$ cat config.mk
export PLATFORM = sky130hd
export DESIGN_NAME = countdown_timer_flat
export DESIGN_NICKNAME = d
export VERILOG_FILES = /design/src/rtl/countdown_timer_if.sv /design/src/rtl/countdown_timer.sv /design/src/flat_wrapper.sv
export SDC_FILE = /design/constraint.sdc
export NUM_CORES = 1
export LEC_CHECK = 0
export BUFFER_PORTS_ARGS = -buffer_cell sky130_fd_sc_hd__clkbuf_2
export CAP_MARGIN = 20
export CORE_ASPECT_RATIO = 1.4
export CORE_MARGIN = 2
export CORE_UTILIZATION = 40
export DETAILED_ROUTE_END_ITERATION = 8
export PLACE_DENSITY = 0.68
export RECOVER_POWER = 25
export SLEW_MARGIN = 20
export SYNTH_ARGS = -nofsm -noshare
export SYNTH_HDL_FRONTEND = slang
export SYNTH_SLANG_ARGS = --single-unit
$ cat constraint.sdc
create_clock -name clk -period 2.37 [get_ports clk]
set_clock_uncertainty 0.15 [all_clocks]
set_input_delay 0.474 -clock clk [delete_from_list [all_inputs] [get_ports clk]]
set_output_delay 0.474 -clock clk [all_outputs]
set_load 0.01 [all_outputs]
$ cat src/rtl/countdown_timer_if.sv
// Control/status bundle for countdown_timer: host-side controls in, count and
// display/status out.
interface countdown_timer_if;
  localparam int unsigned CNT_W = 4;
  localparam int unsigned SEG_W = 7;

  logic             load;
  logic [CNT_W-1:0] start_val;
  logic             start;
  logic             pause;
  logic             clear_alarm;
  logic [CNT_W-1:0] count;
  logic [SEG_W-1:0] hex;
  logic             running;
  logic             alarm;

  modport master (
    output load, start_val, start, pause, clear_alarm,
    input  count, hex, running, alarm
  );

  modport slave (
    input  load, start_val, start, pause, clear_alarm,
    output count, hex, running, alarm
  );
endinterface

$ cat src/rtl/countdown_timer.sv
// Prescaled 4-bit down-counter with pause/resume, alarm at zero and an
// active-low 7-segment readout of the remaining count.
module countdown_timer #(
  parameter int unsigned CYCLES_PER_TICK = 50000000
) (
  input logic           clk,
  input logic           reset_n,
  countdown_timer_if.slave bus
);
  localparam int unsigned CNT_W = 4;
  localparam int unsigned SEG_W = 7;
  localparam int unsigned PS_W  = 28;
  localparam logic [PS_W-1:0] TICK_LAST = PS_W'(CYCLES_PER_TICK - 1);

  typedef enum logic [1:0] {
    IDLE    = 2'd0,
    RUN     = 2'd1,
    PAUSED  = 2'd2,
    EXPIRED = 2'd3
  } state_t;

  state_t           state_q;
  logic [CNT_W-1:0] count_q;
  logic [PS_W-1:0]  presc_q;
  logic             running_q;
  logic             alarm_q;
  logic [SEG_W-1:0] seg_c;
  logic             tick_c;
  logic [CNT_W-1:0] eff_count_c;

  assign tick_c      = (presc_q == TICK_LAST);
  // A same-cycle load decides whether start sees a zero count.
  assign eff_count_c = bus.load ? bus.start_val : count_q;

  always_ff @(posedge clk or negedge reset_n) begin
    if (!reset_n) begin
      state_q   <= IDLE;
      count_q   <= '0;
      presc_q   <= '0;
      running_q <= 1'b0;
      alarm_q   <= 1'b0;
    end else begin
      case (state_q)
        IDLE: begin
          if (bus.load) begin
            count_q <= bus.start_val;
            presc_q <= '0;
          end
          if (bus.start) begin
            if (eff_count_c != CNT_W'(0)) begin
              state_q   <= RUN;
              running_q <= 1'b1;
            end else begin
              state_q <= EXPIRED;
              alarm_q <= 1'b1;
            end
          end
        end

        RUN: begin
          if (tick_c) begin
            presc_q <= '0;
            if (count_q != CNT_W'(0)) count_q <= count_q - CNT_W'(1);
            // Reaching zero wins over a coincident pause.
            if (count_q <= CNT_W'(1)) begin
              state_q   <= EXPIRED;
              running_q <= 1'b0;
              alarm_q   <= 1'b1;
            end else if (bus.pause) begin
              state_q   <= PAUSED;
              running_q <= 1'b0;
            end
          end else begin
            presc_q <= presc_q + PS_W'(1);
            if (bus.pause) begin
              state_q   <= PAUSED;
              running_q <= 1'b0;
            end
          end
        end

        PAUSED: begin
          if (bus.load) begin
            count_q <= bus.start_val;
            presc_q <= '0;
            state_q <= IDLE;
          end else if (bus.start) begin
            state_q   <= RUN;
            running_q <= 1'b1;
          end
        end

        EXPIRED: begin
          count_q <= '0;
          if (bus.clear_alarm) begin
            state_q <= IDLE;
            presc_q <= '0;
            alarm_q <= 1'b0;
          end
        end

        default: begin
          state_q   <= IDLE;
          count_q   <= '0;
          presc_q   <= '0;
          running_q <= 1'b0;
          alarm_q   <= 1'b0;
        end
      endcase
    end
  end

  // Active-low segments {g,f,e,d,c,b,a}.
  always_comb begin
    seg_c = 7'b1111111;
    case (count_q)
      4'h0: seg_c = 7'b1000000;
      4'h1: seg_c = 7'b1111001;
      4'h2: seg_c = 7'b0100100;
      4'h3: seg_c = 7'b0110000;
      4'h4: seg_c = 7'b0011001;
      4'h5: seg_c = 7'b0010010;
      4'h6: seg_c = 7'b0000010;
      4'h7: seg_c = 7'b1111000;
      4'h8: seg_c = 7'b0000000;
      4'h9: seg_c = 7'b0010000;
      4'hA: seg_c = 7'b0001000;
      4'hB: seg_c = 7'b0000011;
      4'hC: seg_c = 7'b1000110;
      4'hD: seg_c = 7'b0100001;
      4'hE: seg_c = 7'b0000110;
      4'hF: seg_c = 7'b0001110;
      default: seg_c = 7'b1111111;
    endcase
  end

  assign bus.count   = count_q;
  assign bus.hex     = seg_c;
  assign bus.running = running_q;
  assign bus.alarm   = alarm_q;
endmodule

$ cat src/flat_wrapper.sv
// flat-port wrapper written by rule: the top's interface ports become plain ports
module countdown_timer_flat 
#(
  parameter int unsigned CYCLES_PER_TICK = 50000000
)
  (clk, reset_n, bus_load, bus_start_val, bus_start, bus_pause, bus_clear_alarm, bus_count, bus_hex, bus_running, bus_alarm);
  countdown_timer_if bus_i ();
  input logic clk;
  input logic reset_n;
  input wire logic [$bits(bus_i.load)-1:0] bus_load;
  input wire logic [$bits(bus_i.start_val)-1:0] bus_start_val;
  input wire logic [$bits(bus_i.start)-1:0] bus_start;
  input wire logic [$bits(bus_i.pause)-1:0] bus_pause;
  input wire logic [$bits(bus_i.clear_alarm)-1:0] bus_clear_alarm;
  output wire logic [$bits(bus_i.count)-1:0] bus_count;
  output wire logic [$bits(bus_i.hex)-1:0] bus_hex;
  output wire logic [$bits(bus_i.running)-1:0] bus_running;
  output wire logic [$bits(bus_i.alarm)-1:0] bus_alarm;
  assign bus_i.load = bus_load;
  assign bus_i.start_val = bus_start_val;
  assign bus_i.start = bus_start;
  assign bus_i.pause = bus_pause;
  assign bus_i.clear_alarm = bus_clear_alarm;
  assign bus_count = bus_i.count;
  assign bus_hex = bus_i.hex;
  assign bus_running = bus_i.running;
  assign bus_alarm = bus_i.alarm;
  countdown_timer #(.CYCLES_PER_TICK(CYCLES_PER_TICK)) u_core (.clk(clk), .reset_n(reset_n), .bus(bus_i));
endmodule
After elaboration in Yosys (flattened, before gate mapping)
Memory sizes are Yosys's and may differ from the RTL's.
Cells that the tools add are included.
- $add $sub $neg: 2
- magnitude comparators: 1
- equal/unequal tests: 15
- multiplexer cells: 31
- reductions and logical operators: 11
- operators by type and width (operator ; number):
    $mux W28 ; 3
    $pmux W28 S3 ; 1
    $add A28 B1 Y28 const B ; 1
    $eq A28 B26 Y1 const B ; 1
    $mux W2 ; 8
    $mux W1 ; 12
    $mux W4 ; 3
    $pmux W4 S3 ; 1
    $ne A2 B1 Y1 const B ; 5
    $ne A2 B2 Y1 const B ; 5
    $pmux W2 S4 ; 1
    $reduce_bool A4 Y1 ; 2
    $pmux W1 S3 ; 2
    $reduce_and A6 Y1 ; 1
    $reduce_bool A3 Y1 ; 2
    $reduce_and A5 Y1 ; 1
    $eq A2 B2 Y1 const B ; 2
    $le A4 B1 Y1 const B ; 1
    $reduce_and A2 Y1 ; 2
    $sub A4 B1 Y4 const B ; 1
    $ne A3 B3 Y1 const B ; 1
    $reduce_and A3 Y1 ; 1
    $eq A2 B1 Y1 const B ; 1
    $logic_not A2 Y1 ; 1
    $reduce_or A2 Y1 ; 1
- register bits after elaboration: 36
- ROM bits: 112
- input port bits: 10
- output and inout port bits: 13
- word-level logic and storage cells: 66
- memories kept: 1
- memory list (name ; depth ; width ; rd ports ; clocked after Yosys merged registers in ; wr ports ; RTL line ; source):
    (no name shown) ; 16 ; 7 ; 1 ; 0 ; 0 ; countdown_timer.sv:116 ; case (count_q)

Longest topological paths before layout
- depth after elaboration: 5
- depth in mapped cells: 7
- mapped depth without buffers: 6

Worst setup path before layout
OpenSTA, ideal clock, no wires.
- path type: input to register
- start: input port bus_load
- end: register u_core.presc_q[27]
- setup time: 0.088 ns
- arrival time: 2.043 ns
- required time: 2.132 ns
- slack: 0.089 ns
- cell stages on the path: 7
- path buffers: 2
- cell sequence: buf_2 > nor2_1 > nand4b_1 > or4_1 > clkbuf_1 > mux2i_1 > nor3b_1
- cells in the longest elaborated chain, start to end: 2
- ends and longest elaborated chain (item ; RTL line ; source):
    start: declaration ; flat_wrapper.sv:10 ; input wire logic [$bits(bus_i.load)-1:0] bus_load;
    $ne A2 B1 Y1 (no line) ; n/a ;
    $reduce_and A2 Y1 (no line) ; n/a ;
    end signal: assignment ; countdown_timer.sv:74 ; presc_q <= presc_q + PS_W'(1);
    end: declaration ; countdown_timer.sv:24 ; logic [PS_W-1:0] presc_q;
No other way between the ends.
A chain may end at the register's enable or synchronous reset.

Worst setup path after layout
- start: register u_core.presc_q[10]
- end: register u_core.state_q[1]
- cells in the longest elaborated chain, start to end: 3
- ends and longest elaborated chain (item ; RTL line ; source):
    $eq A28 B26 Y1 ; countdown_timer.sv:31 ; assign tick_c = (presc_q == TICK_LAST);
    $mux W2 ; countdown_timer.sv:61 ; if (tick_c) begin
    $pmux W2 S4 ; countdown_timer.sv:43 ; case (state_q)
    end signal: assignment ; countdown_timer.sv:37 ; state_q <= IDLE;
    end signal: assignment ; countdown_timer.sv:51 ; state_q <= RUN;
    end signal: assignment ; countdown_timer.sv:66 ; state_q <= EXPIRED;
    end: declaration ; countdown_timer.sv:22 ; state_t state_q;
No other way between the ends.

==> summary.txt <==
Outcome
  • Result of the run: completed

CTS
  • Buffers inserted by post-CTS timing repair: 0
  • Number of sinks handled by clock tree synthesis: 36
  • H-tree levels: 2
  • TritonCTS clock tree: yes
  • Clock Tree Root: sky130_fd_sc_hd__clkbuf_8
  • Clock transition at the registers of the reported paths: 0.07 ns
  • Clock Tree Buf Depth: 2
  • TritonCTS Buffers: 5
  • Clk Latency, worst-skew pair: 0.29 ns

Synth
  • Post-synth EDFFs: 0
  • Unique masters post-synth: 51
  • Synthesized Nets: 275
  • Average instance area after synthesis: 9.17 sq um
  • Top FF cell, synth: sky130_fd_sc_hd__dfrtp_1
  • FF+latch count, synth: 36
  • Cell area after technology mapping: 0.00236 sq mm
  • Yosys Warn Count: 0
  • Post-synthesis cell count: 257
  • Proportion of synthesized flip-flops having asynchronous set or reset: 100%
  • Fraction of the yosys area taken by sequential cells: 38.2%

GRT
  • Overflow left after global routing: 0
  • Global-route wire length before repair: 8750 microns
  • Number of global-route vias before repair: 1941
  • GR Util All Layers: 17.5%
  • Initial antenna violation count: 0
  • Largest net degree at the start of global routing: 37

STA
  • Hold Vio Cnt, Final: 0
  • Unrepaired setup endpoints after global routing: no
  • Slew @ Worst Pin: 0.899 ns
  • Final worst path period share: 94.9%
  • Setup Viol. Count Final: 0
  • Time the worst path needs with I/O delays and setup: 2.25 ns
  • Slew headroom: 40.0%
  • Final Max Slew Viols: 0
  • Sum of negative setup slack: 0 ns
  • Maximum clock rate: 0.445 GHz

Power and ir drop
  • Total power: 2.37 mW
  • PD cells: 868 mW/mm^2
  • Leakage: 1.19 nW
  • IR Drop Worst-Case VDD: 0.328 mV

Drt
  • Starting DRC count in detailed routing: 76
  • Per-cell routed wire length: 14.1 microns
  • Number of nets still failing antenna checks after routing: 0
  • Number of vias after detailed routing: 2014
  • Initial DRT Pass Iterations: 4
  • Via-to-Cell Ratio: 5.55
  • DRC: 0
  • Routed wire length: 5120 microns

Worst setup path
  • Startpoint type of the worst setup path: flip-flop
  • Delay of the slowest cell on the worst path: 0.53 ns
  • Total buffers and inverters traversed by the critical path: 0
  • Worst Path Required: 2.44 ns
  • Critical path type: reg -> reg
  • Critical Path, Cell by Cell: or4_4 > nor4_4 > o2111ai_1 > a31o_1 > a21oi_1
  • Maximum net fanout on the critical path: 4
  • Cell family with most CP delay: simple AND/OR/NAND/NOR gates
  • Crit-path slowest cell: sky130_fd_sc_hd__or4_4
  • CP endpoint kind: flip-flop
  • Arrival time of data at the critical path endpoint: 2.32 ns

Final layout
  • Ratio of cells with drive above 1 in the final layout: 22.2%
  • Total inserted antenna cells: 0
  • # fillers: 576
  • Leading cell types in the layout, fill and taps excluded: 35 x sky130_fd_sc_hd__nor2_1, 35 x sky130_fd_sc_hd__dfrtp_1, 23 x sky130_fd_sc_hd__clkbuf_2
  • Net count of the finished layout: 311
  • P&R area growth vs syn: 15.7%
  • Final core area utilization: 47.1%

Flow run
  • Number of maximum-capacitance constraint violations: 0

Die
  • Core footprint: 0.00578 sq mm
  • IO Pins: 23
  • Vertical die dimension: 94.8 microns
  • Area of the die: 0.00653 sq mm
  • Starting density of the core: 40.8%
  • Die X: 68.9 microns
  • Floorplan row count: 33

Place
  • Detailed placer's ending HPWL: 3860 microns
  • Final GP Congestion: 0.812
  • Port-buffer cells: 22

Hold path
  • Class of the tightest hold or removal check: in -> async
## worst register-to-register path, delay by kind of cell, from the launching register on
family / cells / cell delay, ns
compound gates: 3 / 0.73
flops: 1 / 0.41
simple gates: 2 / 0.89
## where the power goes
group / internal (mW) / switching [mW]
combinational: 0.490 / 0.682
clock: 0.200 / 0.207
sequential: 0.699 / 0.0893
## cell families (layout without fill, tap and decap cells)
| group | count (synthesis) | in the layout | share of synthesized area (%) |
|---|---|---|---|
| simple gates | 121 | 121 | 29.5 |
| compound gates | 43 | 43 | 11.7 |
| flops | 36 | 36 | 38.2 |
| xor+xnor | 20 | 20 | 7.44 |
| buf+inv | 18 | 54 | 4.14 |
| mux | 11 | 11 | 4.78 |
| fa+ha+maj | 8 | 8 | 4.25 |
## per-stage QoR
stage	instances	hold slack [ns]	area (sq um)	worst slack [ns]
final	363	0.241	2730	0.121
after global routing	363	0.309	2730	0.00792
after CTS	363	0.0881	2720	0.0700
after detailed placement	356	0.389	2640	0.102
after global placement	356	0.391	2640	0.149
after floorplan	257	0.0284	2360	0.0893
## flip-flops by register name, summed over array words and instances (netlist names)
signal and count:
u_core.presc_q 28, u_core.bus.running 1, u_core.bus.count 4, u_core.bus.alarm 1, u_core.state_q 2
## synthesized netlist by cell type (all sizes together) (2+ instances only)
master	n	area (sq um)
dfrtp	36	901
nor2	36	143
nand2	18	67.6
nand3	14	75.1
xor2	13	114
o21ai	12	60.1
nand4	11	68.8
a21oi	9	48.8
buf	9	63.8
mux2i	9	90.1
ha	8	100
nor3	7	35.0
xnor2	7	61.3
o22ai	6	37.5
and4	5	43.8
inv	5	18.8
and3	4	27.5
clkbuf	4	15.0
nand2b	4	25.0
nor4	4	70.1
or4	4	33.8
a31oi	3	18.8
nand4b	3	26.3
nor2b	3	18.8
a22o	2	17.5
mux2	2	22.5
nand3b	2	15.0
or3	2	12.5
## path summary, 6_finish.rpt
path                                                      from                              end  cells past startpoint  slack (ns)
worst max register to register  u_core.presc_q[10]$_DFFE_PN0P_    u_core.state_q[1]$_DFFE_PN0P_                      5        0.12
max in group asynchronous                              reset_n  u_core.bus.count[0]$_DFFE_PN0P_                      2        1.22
worst max-delay path            u_core.presc_q[10]$_DFFE_PN0P_    u_core.state_q[1]$_DFFE_PN0P_                      5        0.12
worst min-delay path                                   reset_n    u_core.presc_q[8]$_DFFE_PN0P_                      2        0.24
worst min register to register   u_core.state_q[0]$_DFFE_PN0P_     u_core.bus.alarm$_DFFE_PN0P_                      1        0.40
min in group clk                              bus_start_val[0]  u_core.bus.count[0]$_DFFE_PN0P_                      3        0.33
## area by class of cell
cell class	count	area [sq um]	area share [%]
well taps	70	87.6	3.21
flip-flops and latches	36	902	33.1
multi-input cells	203	1370	50.1
clock buffers	6	72.6	2.66
clock inverters	1	5.00	0.184
repair buffers	42	274	10.1
inverters	5	18.8	0.689
## layer usage
metal | global-route usage, % | wire (microns)
met5 | 0 | 0
met4 | 5.88 | 87
met3 | 3.22 | 145
met2 | 31.3 | 2740
met1 | 20.5 | 2150
## repair_timing
action | in CTS | in global routing
setup endpoints to repair | 0 | 3
hold buffers | 0 | 0
hold endpoints to repair | 0 | 0
gates resized for setup | 0 | 6
Note: power is estimated with default switching activity, not from simulation.
